## src/rtl/regser_rx_if.sv

```systemverilog
// regser_rx_if: strobe/data/handshake bundle between a serial link driver
// and the regser_rx frame receiver.
//   shiftEN, S, ack                        : driven by the link/consumer side
//   content, valid, busy, frame_err, overrun : driven by the receiver
interface regser_rx_if #(
  parameter int WIDTH = 4
);
  logic             shiftEN;
  logic             S;
  logic             ack;
  logic [WIDTH-1:0] content;
  logic             valid;
  logic             busy;
  logic             frame_err;
  logic             overrun;

  modport master (
    output shiftEN, S, ack,
    input  content, valid, busy, frame_err, overrun
  );

  modport slave (
    input  shiftEN, S, ack,
    output content, valid, busy, frame_err, overrun
  );
endinterface

```

## src/rtl/regser_rx.sv

```systemverilog
// regser_rx: serial-in, parallel-out frame receiver.
// Frame on S, one bit per shiftEN strobe: start(0), WIDTH data bits LSB
// first, stop(1); the line idles high.
// Ports:
//   clk            system clock, rising edge
//   reset          asynchronous active-low reset
//   bus.shiftEN    bit strobe; S sampled only when 1
//   bus.S          serial line
//   bus.ack        consumer acknowledge, clears valid
//   bus.content    last correctly received word
//   bus.valid      content holds an unacknowledged word
//   bus.busy       frame in progress
//   bus.frame_err  one-cycle pulse on a stop bit sampled as 0
//   bus.overrun    sticky; a valid word was overwritten
module regser_rx #(
  parameter int WIDTH = 4
) (
  input  logic        clk,
  input  logic        reset,
  regser_rx_if.slave  bus
);

  localparam int CW = (WIDTH > 1) ? $clog2(WIDTH) : 1;
  localparam logic [CW-1:0] LAST = CW'(WIDTH - 1);

  typedef enum logic [1:0] {IDLE, DATA, STOP} state_t;

  state_t           r_state;
  logic [CW-1:0]    r_cnt;
  logic [WIDTH-1:0] r_shift;
  logic [WIDTH-1:0] r_content;
  logic             r_valid;
  logic             r_busy;
  logic             r_frame_err;
  logic             r_overrun;

  always_ff @(posedge clk or negedge reset) begin
    if (!reset) begin
      r_state     <= IDLE;
      r_cnt       <= '0;
      r_shift     <= '1;
      r_content   <= '0;
      r_valid     <= 1'b0;
      r_busy      <= 1'b0;
      r_frame_err <= 1'b0;
      r_overrun   <= 1'b0;
    end else begin
      r_frame_err <= 1'b0;
      if (bus.ack) r_valid <= 1'b0;

      if (bus.shiftEN) begin
        unique case (r_state)
          IDLE: begin
            if (!bus.S) begin
              r_state <= DATA;
              r_cnt   <= '0;
              r_busy  <= 1'b1;
            end
          end
          DATA: begin
            r_shift <= {bus.S, r_shift[WIDTH-1:1]};
            // Hold the counter on the last bit so it never wraps.
            if (r_cnt == LAST) begin
              r_state <= STOP;
            end else begin
              r_cnt <= r_cnt + 1'b1;
            end
          end
          STOP: begin
            r_state <= IDLE;
            r_busy  <= 1'b0;
            if (bus.S) begin
              // Completion overrides a coincident ack; overrun only when
              // the previous word was neither consumed nor being consumed.
              if (r_valid && !bus.ack) r_overrun <= 1'b1;
              r_content <= r_shift;
              r_valid   <= 1'b1;
            end else begin
              r_frame_err <= 1'b1;
            end
          end
          default: begin
            r_state <= IDLE;
            r_busy  <= 1'b0;
          end
        endcase
      end
    end
  end

  assign bus.content   = r_content;
  assign bus.valid     = r_valid;
  assign bus.busy      = r_busy;
  assign bus.frame_err = r_frame_err;
  assign bus.overrun   = r_overrun;

endmodule

```

## src/flat_wrapper.sv

```systemverilog
// flat-port wrapper written by rule: the top's interface ports become plain ports
module regser_rx_flat 
#(
  parameter int WIDTH = 4
)
  (clk, reset, bus_shiftEN, bus_S, bus_ack, bus_content, bus_valid, bus_busy, bus_frame_err, bus_overrun);
  regser_rx_if #(.WIDTH(WIDTH)) bus_i ();
  input  logic clk;
  input  logic reset;
  input wire logic [$bits(bus_i.shiftEN)-1:0] bus_shiftEN;
  input wire logic [$bits(bus_i.S)-1:0] bus_S;
  input wire logic [$bits(bus_i.ack)-1:0] bus_ack;
  output wire logic [$bits(bus_i.content)-1:0] bus_content;
  output wire logic [$bits(bus_i.valid)-1:0] bus_valid;
  output wire logic [$bits(bus_i.busy)-1:0] bus_busy;
  output wire logic [$bits(bus_i.frame_err)-1:0] bus_frame_err;
  output wire logic [$bits(bus_i.overrun)-1:0] bus_overrun;
  assign bus_i.shiftEN = bus_shiftEN;
  assign bus_i.S = bus_S;
  assign bus_i.ack = bus_ack;
  assign bus_content = bus_i.content;
  assign bus_valid = bus_i.valid;
  assign bus_busy = bus_i.busy;
  assign bus_frame_err = bus_i.frame_err;
  assign bus_overrun = bus_i.overrun;
  regser_rx #(.WIDTH(WIDTH)) u_core (.clk(clk), .reset(reset), .bus(bus_i));
endmodule
```

## config.mk

```make
export PLATFORM = sky130hd
export DESIGN_NAME = regser_rx_flat
export DESIGN_NICKNAME = d
export VERILOG_FILES = /design/src/rtl/regser_rx_if.sv /design/src/rtl/regser_rx.sv /design/src/flat_wrapper.sv
export SDC_FILE = /design/constraint.sdc
export NUM_CORES = 1
export LEC_CHECK = 0
export BUFFER_PORTS_ARGS = -buffer_cell sky130_fd_sc_hd__buf_2
export CAP_MARGIN = 10
export CORE_ASPECT_RATIO = 1.2
export CORE_MARGIN = 8
export CORE_UTILIZATION = 30
export CTS_BUF_LIST = sky130_fd_sc_hd__clkbuf_8
export DETAILED_ROUTE_END_ITERATION = 16
export GPL_TIMING_DRIVEN = 0
export PLACE_DENSITY_LB_ADDON = 0.05
export SYNTH_ARGS = -nofsm -noshare
export SYNTH_HDL_FRONTEND = slang
export SYNTH_SLANG_ARGS = --single-unit
```

## constraint.sdc

```tcl
create_clock -name clk -period 2.9 [get_ports clk]
set_input_delay 0.58 -clock clk [delete_from_list [all_inputs] [get_ports clk]]
set_output_delay 0.58 -clock clk [all_outputs]
set_load 0.02 [all_outputs]
```

==> results of run 1 <==
-- state kept, by name, summed over array words and instances (netlist names) --
name and cells:
u_core.bus.overrun 1, u_core.bus.valid 1, u_core.r_state 2, u_core.bus.frame_err 1, u_core.r_cnt 2, u_core.bus.content 4, u_core.bus.busy 1, u_core.r_shift 4
-- metal layers --
layer  share of wire [%]  GRT usage [%]
met1                  45           6.44
met2                  47           10.5
met3                 6.3           4.37
met4                0.85           2.69
met5                   0              0
-- area by class of cell --
class | count | area, sq um | area share (%)
sequential | 16 | 405 | 50.1
multi-input combinational | 30 | 244 | 30.1
timing repair buffer | 12 | 60.1 | 7.42
clock buffer | 4 | 55.1 | 6.80
tap | 30 | 37.5 | 4.64
inverter | 2 | 7.51 | 0.927
-- per-stage QoR --
step                total power, mW  hold WS (ns)
floorplan                     0.535         0.284
global placement              0.598         0.460
detailed placement            0.601         0.468
CTS                           0.800         0.244
global route                  0.844         0.258
finish                        0.783         0.236
-- cells by family (layout without fill, tap and decap cells) --
family                     Yosys count  in the layout  share of synthesized area (%)
muxes                                8              8                           13.7
DFF                                 16             16                           61.7
and+or+nand+nor                     11             11                           10.9
AOI/OAI and AO/OA                   10             10                           10.7
buffers and inverters                2             18                           1.14
adders and majority gates            1              1                           1.90
-- Yosys cell counts (2+ instances only) --
library cell / n / area share (%)
dfrtp_1: 12 / 46
mux2_2: 8 / 14
a22o_1: 4 / 5.3
dfstp_2: 4 / 16
o21ai_0: 3 / 2.3
inv_1: 2 / 1.1
nand2_1: 2 / 1.1
-- power breakdown --
| group | total [mW] | internal, mW | switching (mW) |
|---|---|---|---|
| registers | 0.375 | 0.320 | 0.0560 |
| logic | 0.216 | 0.117 | 0.0987 |
| clock network | 0.192 | 0.120 | 0.0719 |
-- cells in the final DEF, fill, tap and decap left out, types with 2 or more instances in the layout --
cell type,count
a22o_1,4
buf_2,12
clkbuf_8,4
dfrtp_1,12
dfstp_2,4
inv_1,2
mux2_2,8
nand2_1,2
o21ai_0,3
-- worst paths after layout --
path	startpoint	endpoint	slack [ns]
min	reset	u_core.bus.content[0]	0.24
min reg2reg	u_core.bus.overrun	u_core.bus.overrun	0.47
max	u_core.bus.valid	bus_valid	1.55
min in group clk	u_core.bus.overrun	u_core.bus.overrun	0.47
max in group asynchronous	reset	u_core.r_shift[2]	2.36
max reg2reg	u_core.r_state[0]	u_core.bus.content[2]	1.55
==> reports/results.txt, run 1 <==
In the finished design, the share of the clock period the worst path needs comes to 46.7%. The first-pass detailed-route iteration total is 2, and the final-layout fill cell count is 218. For the overall track demand over capacity in global routing, the log shows 6.48%.

Critical path launch point type: a flip-flop. The number of enable-type register cells in the synthesized netlist was 0; the peak ir drop on the vdd network was 0.432 mV. Per-cell via count in the routed design: 4.40.

The sequential share of the synthesized area was 61.7%. Compared with the post-synthesis result, the final layout area differs by 23.2%. The tools report the starting utilization of the core area as 31.7%. The number of placed instances, taps included, is 90. The remaining number of nets flagged by the antenna check after routing is 0, and the vertical die dimension is 67.3 um. In this run, post-CTS repair resized a total of 0 instances.

For this design, the CTS-stage hold fixing added 0 buffers. The flip-flop cell with the highest count after synthesis is dfrtp_1. At the later pin of the worst-skew pair, clock insertion delay measures 0.24 ns. The initialized floorplan defines 18 standard-cell rows. The cell family with the largest share of critical-path delay is flip-flops. For the overall via count from detail_route, the log shows 414.

For the final database, setup skew stands at 0.00216 ns. The tools report the deepest clock path buffer count as 2. The final net count is 71. During synthesis, Yosys emitted a total of 0 warnings. 13 I/O pins were placed. The tree is rooted in a clkbuf_8. Of all flip-flops after synthesis, the portion carrying an async set or reset was 100%.

Walking the worst path, the cells encountered are buf_2. The deepest level of the CTS H-tree is 1, and the total routed wirelength is 1180 um. The max-slew violation total from the final report was 0; the TritonCTS sink count was 16.

OpenSTA, run right after detailed placement, puts the worst setup slack at 1.31 ns. Along the worst path, the maximum fanout reaches 2. For this design the static power due to leakage is 0.400 nW. Summed over all failing endpoints, the final setup total negative slack is 0 ns.

Across the run, the number of max-cap violations was 0. The tools report the area of the mapped netlist as 657 sq um. Derived from the worst setup path, the maximum achievable clock frequency is 0.739 GHz. Routability-driven placement finished with a final weighted congestion of 0.604. In the synthesized netlist, the number of instances is 48. The tools report the number of antenna repair diodes as 0.

The type of element capturing the critical path was an output pin. The largest individual stage delay along the critical path comes from the cell dfrtp_1. The count of buffers added on input and output ports is 12. Once routing completed, OpenROAD measured the worst setup slack at 1.55 ns.

The finished layout holds 94 standard cells, fillers aside. The tools report the number of global-route vias before repair as 432. The run finished with clean final reports.

The count of unresolved DRC violations after routing is 0. Data arrives at the worst endpoint at 0.77 ns. Sum of net half-perimeters after detailed placement: 872 um. The worst pin sits at a relative slew slack of 76.2%. Counting I/O delays and the setup requirement, the final critical path takes 1.35 ns. The wire length of the first global-routing pass was 1900 um. For the pin with the worst max-slew slack, the measured transition is 0.357 ns. For the setup violation total in the final timing report, the log shows 0. The cell depth of the worst setup path came out at 1. The worst hold path belongs to the class input pin to async pin.

The placed standard-cell area was 754 sq um; the mean instance size in the synthesized netlist was 13.7 sq um. The number of clock buffers added by TritonCTS is 3. The category of the most critical setup path is flip-flop to output pin. The post-detailed-route wirelength per cell is 12.5 um, and the remaining global-route overflow is 0.

The number of library cell types mapped by synthesis is 20. Setup repair after global routing left no endpoint under its margin. After the first detailed-routing iteration, the DRC count stood at 5. The run gives 39.1% as the utilization of the core after routing. Worst reg2reg path depth: 2. Once the clock tree was built, the setup fixing pass inserted 0 buffers. After clock tree synthesis, the clock-pin slew on the worst setup and hold paths is 0.06 ns. The number of antenna violations at the first check in global routing is 0. The die is 58.7 um wide. Entering global routing, the biggest net connects 17 pins.

The fraction of layout cells with a size suffix above 1 works out to 46.9%. The number of hold violations in the final report was 0; the buffer and inverter count on the worst path was 1. Dividing total power by cell area gives a power density of 967 nW/um^2. The final standard cell area without fillers is 810 sq um. The logs give 2070 sq um for the area of the core and 54 for the net count of the mapped netlist.

The synthesized design contains 16 register bits. The delay of the slowest cell on the worst path came out at 0.37 ns. At the worst endpoint, the required time is 2.32 ns.

TritonCTS built the clock tree. For the total die area, the log shows 3950 sq um.
No activity file was read; power rests on OpenSTA's default activity.
==> run 2: changes to the inputs <==
clock period = 1.2 ns   (was 2.9 ns; I/O delays follow)
==> run 2 against run 1 <==
Compared with the run above: the flow now finishes with violations (setup timing); core utilization rose by 3.1 points; global-route usage grew 0.49 points; via count up 6.3%; power grew to 2.5 times the previous value; clock skew increased by 0.0020 ns; final area increased by 7.9%; wire length increased by 4.3%; final cell count grew 6.4%; clock power is 110% higher; first-iteration DRC count is 80% lower; critical path depth increased by 3; critical path type is now flip-flop to flip-flop; critical endpoint is now u_core.r_cnt[1].
==> reports/results.txt, run 2 (same netlist as run 1, synthesis figures left out) <==
The worst hold path depth came out at 2. The tools report the final standard cell count with taps included and fillers excluded as 100 (was 94). The deepest clock path buffer count was 2 (unchanged).

The total die area is 3950 sq um (unchanged). Dividing the final minimum period by the clock period gives 103%. Post-layout worst setup margin: -0.0414 ns (was 1.55 ns).

For the max-slew violation total from the final report, the log shows 0 (unchanged). The run gives 18 (unchanged) as the floorplan row count. The worst reg2reg path depth is 4 (was 2). The remaining number of nets flagged by the antenna check after routing came out at 0 (unchanged).

The run gives 1230 um (was 1180 um) as the total routed wirelength. The cell occurring most often along the worst timing path is a22o_1. The logs give 90 (unchanged) for the cell total after placement and 77 (was 71) for the final net count. The count of max-cap constraint violations was 0 (unchanged); the post-placement worst setup slack was -0.182 ns (was 1.31 ns). For the fmax, the log shows 0.806 GHz. The number of global-route vias before repair came out at 454 (was 432). The library cell used most frequently in the layout, excluding fill and tap cells, is buf_2. Commonest non-fill, non-tap cells in the layout: buf_2, dfrtp_1, mux2_2 (unchanged).

Clock-pin slew on the worst setup and hold paths: 0.06 ns (about the same). TritonCTS built the clock tree. The run gives 0.429 nW (was 0.400 nW) as the total leakage power. The cell family with the largest share of critical-path delay is flip-flops (unchanged). The pin count of the biggest net entering global routing was 17 (unchanged); the wire length of the first global-routing pass was 2080 um (was 1900 um).

The number of hold violations in the final report is 0 (unchanged), and the remaining global-route overflow is 0 (unchanged). Topmost layer with routed signal wires: met4 (unchanged). The vertical die dimension was 67.3 um (unchanged); the utilization of the core after routing was 42.1% (was 39.1%).

The type of element capturing the critical path is a flip-flop (was an output pin). The area of the core is 2070 sq um (unchanged), and the transition time at the pin with the least slew margin is 0.370 ns (was 0.357 ns). Peak ir drop on the vdd network: 0.948 mV (was 0.432 mV).

The final-layout setup total negative slack was -0.0414 ns (was 0 ns). The tools report the number of ports placed on the die boundary as 13 (unchanged). The flow ran to the end, but the final reports show violations. The cell depth of the worst setup path was 4 (was 1). Ordered list of cells on the worst path: ha_4 -> nor2b_1 -> a22o_1 -> a22o_1 (was buf_2). The overall via count from detail_route was 440 (was 414); the required time reported for the critical path endpoint was 1.33 ns (was 2.32 ns). The number of antenna repair diodes is 0 (unchanged). The setup violation total in the final timing report is 1 (was 0). The weighted congestion at the end of routability-driven global placement is 0.589 (was 0.604), and the TritonCTS sink count is 16 (unchanged). The die boundary width is 58.7 um (unchanged), and the number of buffers created by CTS is 3 (unchanged).

For the tightest slew margin relative to the limit, the log shows 75.3% (was 76.2%). The tools report the cell at the root of the clock tree as clkbuf_8 (unchanged). The run gives 1.37 ns (was 0.77 ns) as the signal arrival time at the worst endpoint. The final-layout fill cell count was 219 (was 218); the number of antenna violations at the first check in global routing was 0 (unchanged).

The routed metal-1 wirelength is 568 um (was 534 um), and the DRC violation total after the first TritonRoute iteration is 1 (was 5). Delay of the slowest cell on the worst path: 0.41 ns (was 0.37 ns). Setup repair after global routing could not meet its margin everywhere. The placed standard-cell area came out at 754 sq um (unchanged). The final reports fail on setup timing.

The first-pass detailed-route iteration total is 2 (unchanged), and the buffer and inverter count on the worst path is 0 (was 1). The relative area change from synthesis to final layout was 33.0% (was 23.2%); the count of unresolved DRC violations after routing was 0 (unchanged). The final standard cell area without fillers was 873 sq um (was 810 sq um).

The maximum fanout along the worst path is 2 (unchanged). The detailed route wirelength on metal2 is 580 um (was 557 um), and the post-route worst hold slack is 0.243 ns (was 0.236 ns). The final period demand of the worst path is 1.24 ns. Power per unit of standard cell area: 2250 nW/um^2 (was 967 nW/um^2). Critical path launch point type: a flip-flop (unchanged). The post-detailed-route wirelength per cell came out at 12.3 um (was 12.5 um). The run gives 6.97% (was 6.48%) as the overall track demand over capacity in global routing.

The worst setup skew after layout is 0.00412 ns (was 0.00216 ns), and the fraction of layout cells with a size suffix above 1 is 54.3% (was 46.9%). The deepest level of the CTS H-tree came out at 1 (unchanged). For the starting utilization of the core area, the log shows 31.7% (unchanged).

The tools report the routed length on met3 as 67 um (was 74 um). The type of the tightest min-delay check was input pin to flip-flop (was input pin to async pin). The number of buffer cells added on primary ports was 12 (unchanged); the clock latency reported for the late side of the worst-skew pair was 0.24 ns (about the same). The tools report the post-layout total power as 1.97 mW (was 783 uW). The per-cell via count in the routed design is 4.40 (about the same). The category of the most critical setup path is flip-flop to flip-flop (was flip-flop to output pin).

The cell with the largest stage delay on the worst path was dfrtp_1 (unchanged).
## run 2: changes by cell type in the layout (fill, tap and decap cells not counted), sizes merged
cell and change:
buf +5, clkbuf -1, dlygate4sd3 +1, inv +1
## run 2: worst paths after layout
check	to	start	slack, ns
hold / removal	u_core.bus.busy	bus_shiftEN	0.24
setup / recovery	u_core.r_cnt[1]	u_core.r_cnt[0]	-0.04
max in group asynchronous	u_core.r_shift[2]	reset	0.45
min in group asynchronous	u_core.bus.content[0]	reset	0.44
setup reg to reg	u_core.r_cnt[1]	u_core.r_cnt[0]	-0.04
hold reg to reg	u_core.bus.overrun	u_core.bus.overrun	0.47
## run 2: layer usage
| metal | GRT usage (%) | vias to the layer above |
|---|---|---|
| met2 | 11.0 | 8 |
| met3 | 2.85 | 2 |
| met4 | 4.49 | 0 |
| li1 | - | 221 |
| met1 | 7.62 | 209 |
| met5 | 0 | - |
## run 2: worst reg2reg max path: stages, from the launching register on
cell	delay, ns
dfrtp_1	0.41
ha_4	0.24
nor2b_1	0.12
a22o_1	0.17
a22o_1	0.20
## run 2: power by group
group	total, mW	switching, mW	internal [mW]
sequential	0.903	0.128	0.775
clock	0.400	0.174	0.226
combinational	0.665	0.288	0.377
total	1.97	0.590	1.38
## run 2: timing repair
item                       4_1_cts  5_1_grt
hold buffers                     1        0
pin swaps                        1        0
setup endpoints to repair       11       10
hold endpoints to repair        12        0
resized for setup                1        6
buffers inserted                 3        2
## run 2: layout make-up
class	count	area (sq um)	share of cell area (%)
Tap cell	30	37.5	4.30
Multi-Input combinational cell	30	265	30.4
Inverter	2	7.51	0.860
Timing Repair Buffer	18	111	12.8
Clock inverter	1	3.75	0.430
Sequential cell	16	407	46.6
Clock buffer	3	41.3	4.73
==> run 3: changes to the inputs <==
PLACE_DENSITY_LB_ADDON = unset   (was 0.05)
==> run 3 against run 2 <==
Compared with the run above: the run still ends with setup timing left; final cell count up 1.0%; power up 4.9%; register-to-register slack hardly changed; via count increased by 3.9%; hold slack improved by 0.014 ns; final area up 3.2%; first-iteration DRC count rose to 6.0 times the previous value; largest cell class unchanged.
==> reports/results.txt, run 3 (same netlist as run 1, synthesis figures left out) <==
The flow ran to the end, but the final reports show violations. Failing checks: setup timing (unchanged). For the wire length of the first global-routing pass, the log shows 2010 um (was 2080 um). Die boundary width: 58.7 um (unchanged). Commonest non-fill, non-tap cells in the layout: buf_2, dfrtp_1, mux2_2, buf_4 (was buf_2, dfrtp_1, mux2_2). The switching fraction of total power is 29.1% (was 30.0%). The internal cell power came out at 1.46 mW (was 1.38 mW).

Peak ir drop on the vdd network: 1.07 mV (was 0.948 mV). The category of the most critical setup path is flip-flop to flip-flop (unchanged). The logs give 13 (unchanged) for the number of ports placed on the die boundary and 78 (was 77) for the final net count. Clock latency reported for the late side of the worst-skew pair: 0.24 ns (about the same).

The transition time at the pin with the least slew margin is 0.373 ns (was 0.370 ns). Post-layout worst setup margin: -0.0367 ns (was -0.0414 ns). The run gives 1.33 ns (about the same) as the required time reported for the critical path endpoint.

The power share of the combinational group came out at 33.7% (was 33.8%). Vertical die dimension: 67.3 um (unchanged). The logs give 17 (unchanged) for the pin count of the biggest net entering global routing and 3 (unchanged) for the number of buffers created by CTS.

The launching point of the worst reg2reg path is u_core.r_cnt[0] (unchanged). The tools report the deepest level of the CTS H-tree as 1 (unchanged). The area of the core is 2070 sq um (unchanged), and the remaining global-route overflow is 0 (unchanged).

The logs give 601 uW (was 590 uW) for the power spent charging and discharging nets and 75.1% (was 75.3%) for the tightest slew margin relative to the limit. The type of the tightest min-delay check is input pin to flip-flop (unchanged). The final standard cell count with taps included and fillers excluded was 101 (was 100); the relative area change from synthesis to final layout was 37.1% (was 33.0%).

For the number of antenna violations at the first check in global routing, the log shows 0 (unchanged). For the weighted congestion at the end of routability-driven global placement, the log shows 0.720 (was 0.589). The utilization of the core after routing came out at 43.5% (was 42.1%). Maximum fanout along the worst path: 2 (unchanged).

The total leakage power was 0.443 nW (was 0.429 nW); the post-route clock period utilization was 103% (about the same). The power per unit of standard cell area is 2290 nW/um^2 (was 2250 nW/um^2), and the post-layout total power is 2.06 mW (was 1.97 mW). Critical path launch point type: a flip-flop (unchanged). Beginning of the critical path: u_core.r_cnt[0] (unchanged).

For the final-layout fill cell count, the log shows 225 (was 219). For the number of antenna repair diodes, the log shows 0 (unchanged). The logs give 0 (unchanged) for the number of hold violations in the final report and 2 (unchanged) for the deepest clock path buffer count.

The per-cell via count in the routed design came out at 4.52 (was 4.40). The tools report the final-layout setup total negative slack as -0.0673 ns (was -0.0414 ns). The proportion of power drawn by flip-flops and latches is 44.2% (was 45.9%), and the remaining number of nets flagged by the antenna check after routing is 0 (unchanged). Source of the worst hold timing path: bus_shiftEN (unchanged). Type of element capturing the critical path: a flip-flop (unchanged).

Setup repair after global routing could not meet its margin everywhere. The setup violation total in the final timing report is 5 (was 1), and the number of global-route vias before repair is 445 (was 454). The DRC violation total after the first TritonRoute iteration was 6 (was 1); the first-pass detailed-route iteration total was 4 (was 2). For the total routed wirelength, the log shows 1210 um (was 1230 um). The worst setup skew after layout is 0.000526 ns (was 0.00412 ns), and the clock-pin slew on the worst setup and hold paths is 0.06 ns (about the same). The final period demand of the worst path is 1.24 ns (about the same). Fmax: 0.809 GHz (was 0.806 GHz). The leading cell type in the layout, fill and taps excluded is buf_2 (unchanged). The overall track demand over capacity in global routing was 6.59% (was 6.97%); the cell total after placement was 90 (unchanged). TritonCTS built the clock tree. TritonCTS sink count: 16 (unchanged). The floorplan row count is 18 (unchanged), and the starting utilization of the core area is 31.7% (unchanged). Signal arrival time at the worst endpoint: 1.37 ns (about the same).

The max-slew violation total from the final report was 0 (unchanged); the clock power share was 22.1% (was 20.3%). The tools report the cell at the root of the clock tree as clkbuf_8 (unchanged). Post-detailed-route wirelength per cell: 12.0 um (was 12.3 um). The total die area is 3950 sq um (unchanged), and the count of unresolved DRC violations after routing is 0 (unchanged). The number of buffer cells added on primary ports was 12 (unchanged); the count of max-cap constraint violations was 0 (unchanged). For the overall via count from detail_route, the log shows 457 (was 440). The fraction of layout cells with a size suffix above 1 is 56.3% (was 54.3%).
run 3: power groups by stage:
stage	logic, mW	registers, mW	clock network, mW
floorplan	0.333	0.959	0
global placement	0.513	0.915	0
detailed placement	0.528	0.922	0
CTS	0.610	0.899	0.468
global route	0.771	0.943	0.496
finish	0.695	0.913	0.456
run 3: worst paths after layout:
kind | end | cells past startpoint | slack (ns)
hold reg to reg | u_core.bus.overrun | 1 | 0.47
hold / removal | u_core.bus.busy | 2 | 0.26
max in group asynchronous | u_core.r_shift[0] | 2 | 0.46
setup / recovery | u_core.r_cnt[1] | 4 | -0.04
setup reg to reg | u_core.r_cnt[1] | 4 | -0.04
min in group asynchronous | u_core.bus.content[3] | 2 | 0.44
run 3: final cells by class:
class / count / area, sq um / area share, %
sequential: 16 / 407 / 45.1
multi-input combinational: 30 / 279 / 31.0
timing repair buffer: 19 / 115 / 12.8
clock buffer: 4 / 55.1 / 6.11
tap: 30 / 37.5 / 4.17
inverter: 2 / 7.51 / 0.833
run 3: timing repair:
item	CTS	global route
endpoints found under the hold margin	12	0
resized for setup	1	5
hold buffers	1	0
endpoints found under the setup margin	11	11
pin swaps	1	1
cloned	0	0
buffers inserted	6	0
run 3: metrics by stage:
stage	setup slack [ns]	area, sq um	hold slack [ns]
floorplan	-0.0438	657	-0.0556
global placement	-0.149	754	0.169
detailed placement	-0.181	754	0.169
CTS	-0.0850	866	0.239
global route	-0.0880	901	0.270
finish	-0.0367	901	0.257
run 3: critical path, cell delays in order, from the launching register on:
cell	delay (ns)
dfrtp_1	0.41
ha_4	0.24
nor2b_4	0.11
a22o_1	0.17
a22o_1	0.20
run 3: per-layer routing:
metal | track usage (%) | share of wire [%] | vias to the layer above
met5 | 0 | 0 | -
met4 | 3.59 | 0.99 | 0
met3 | 2.09 | 4.9 | 2
met2 | 9.81 | 46 | 11
met1 | 8.31 | 48 | 225
li1 | - | - | 219
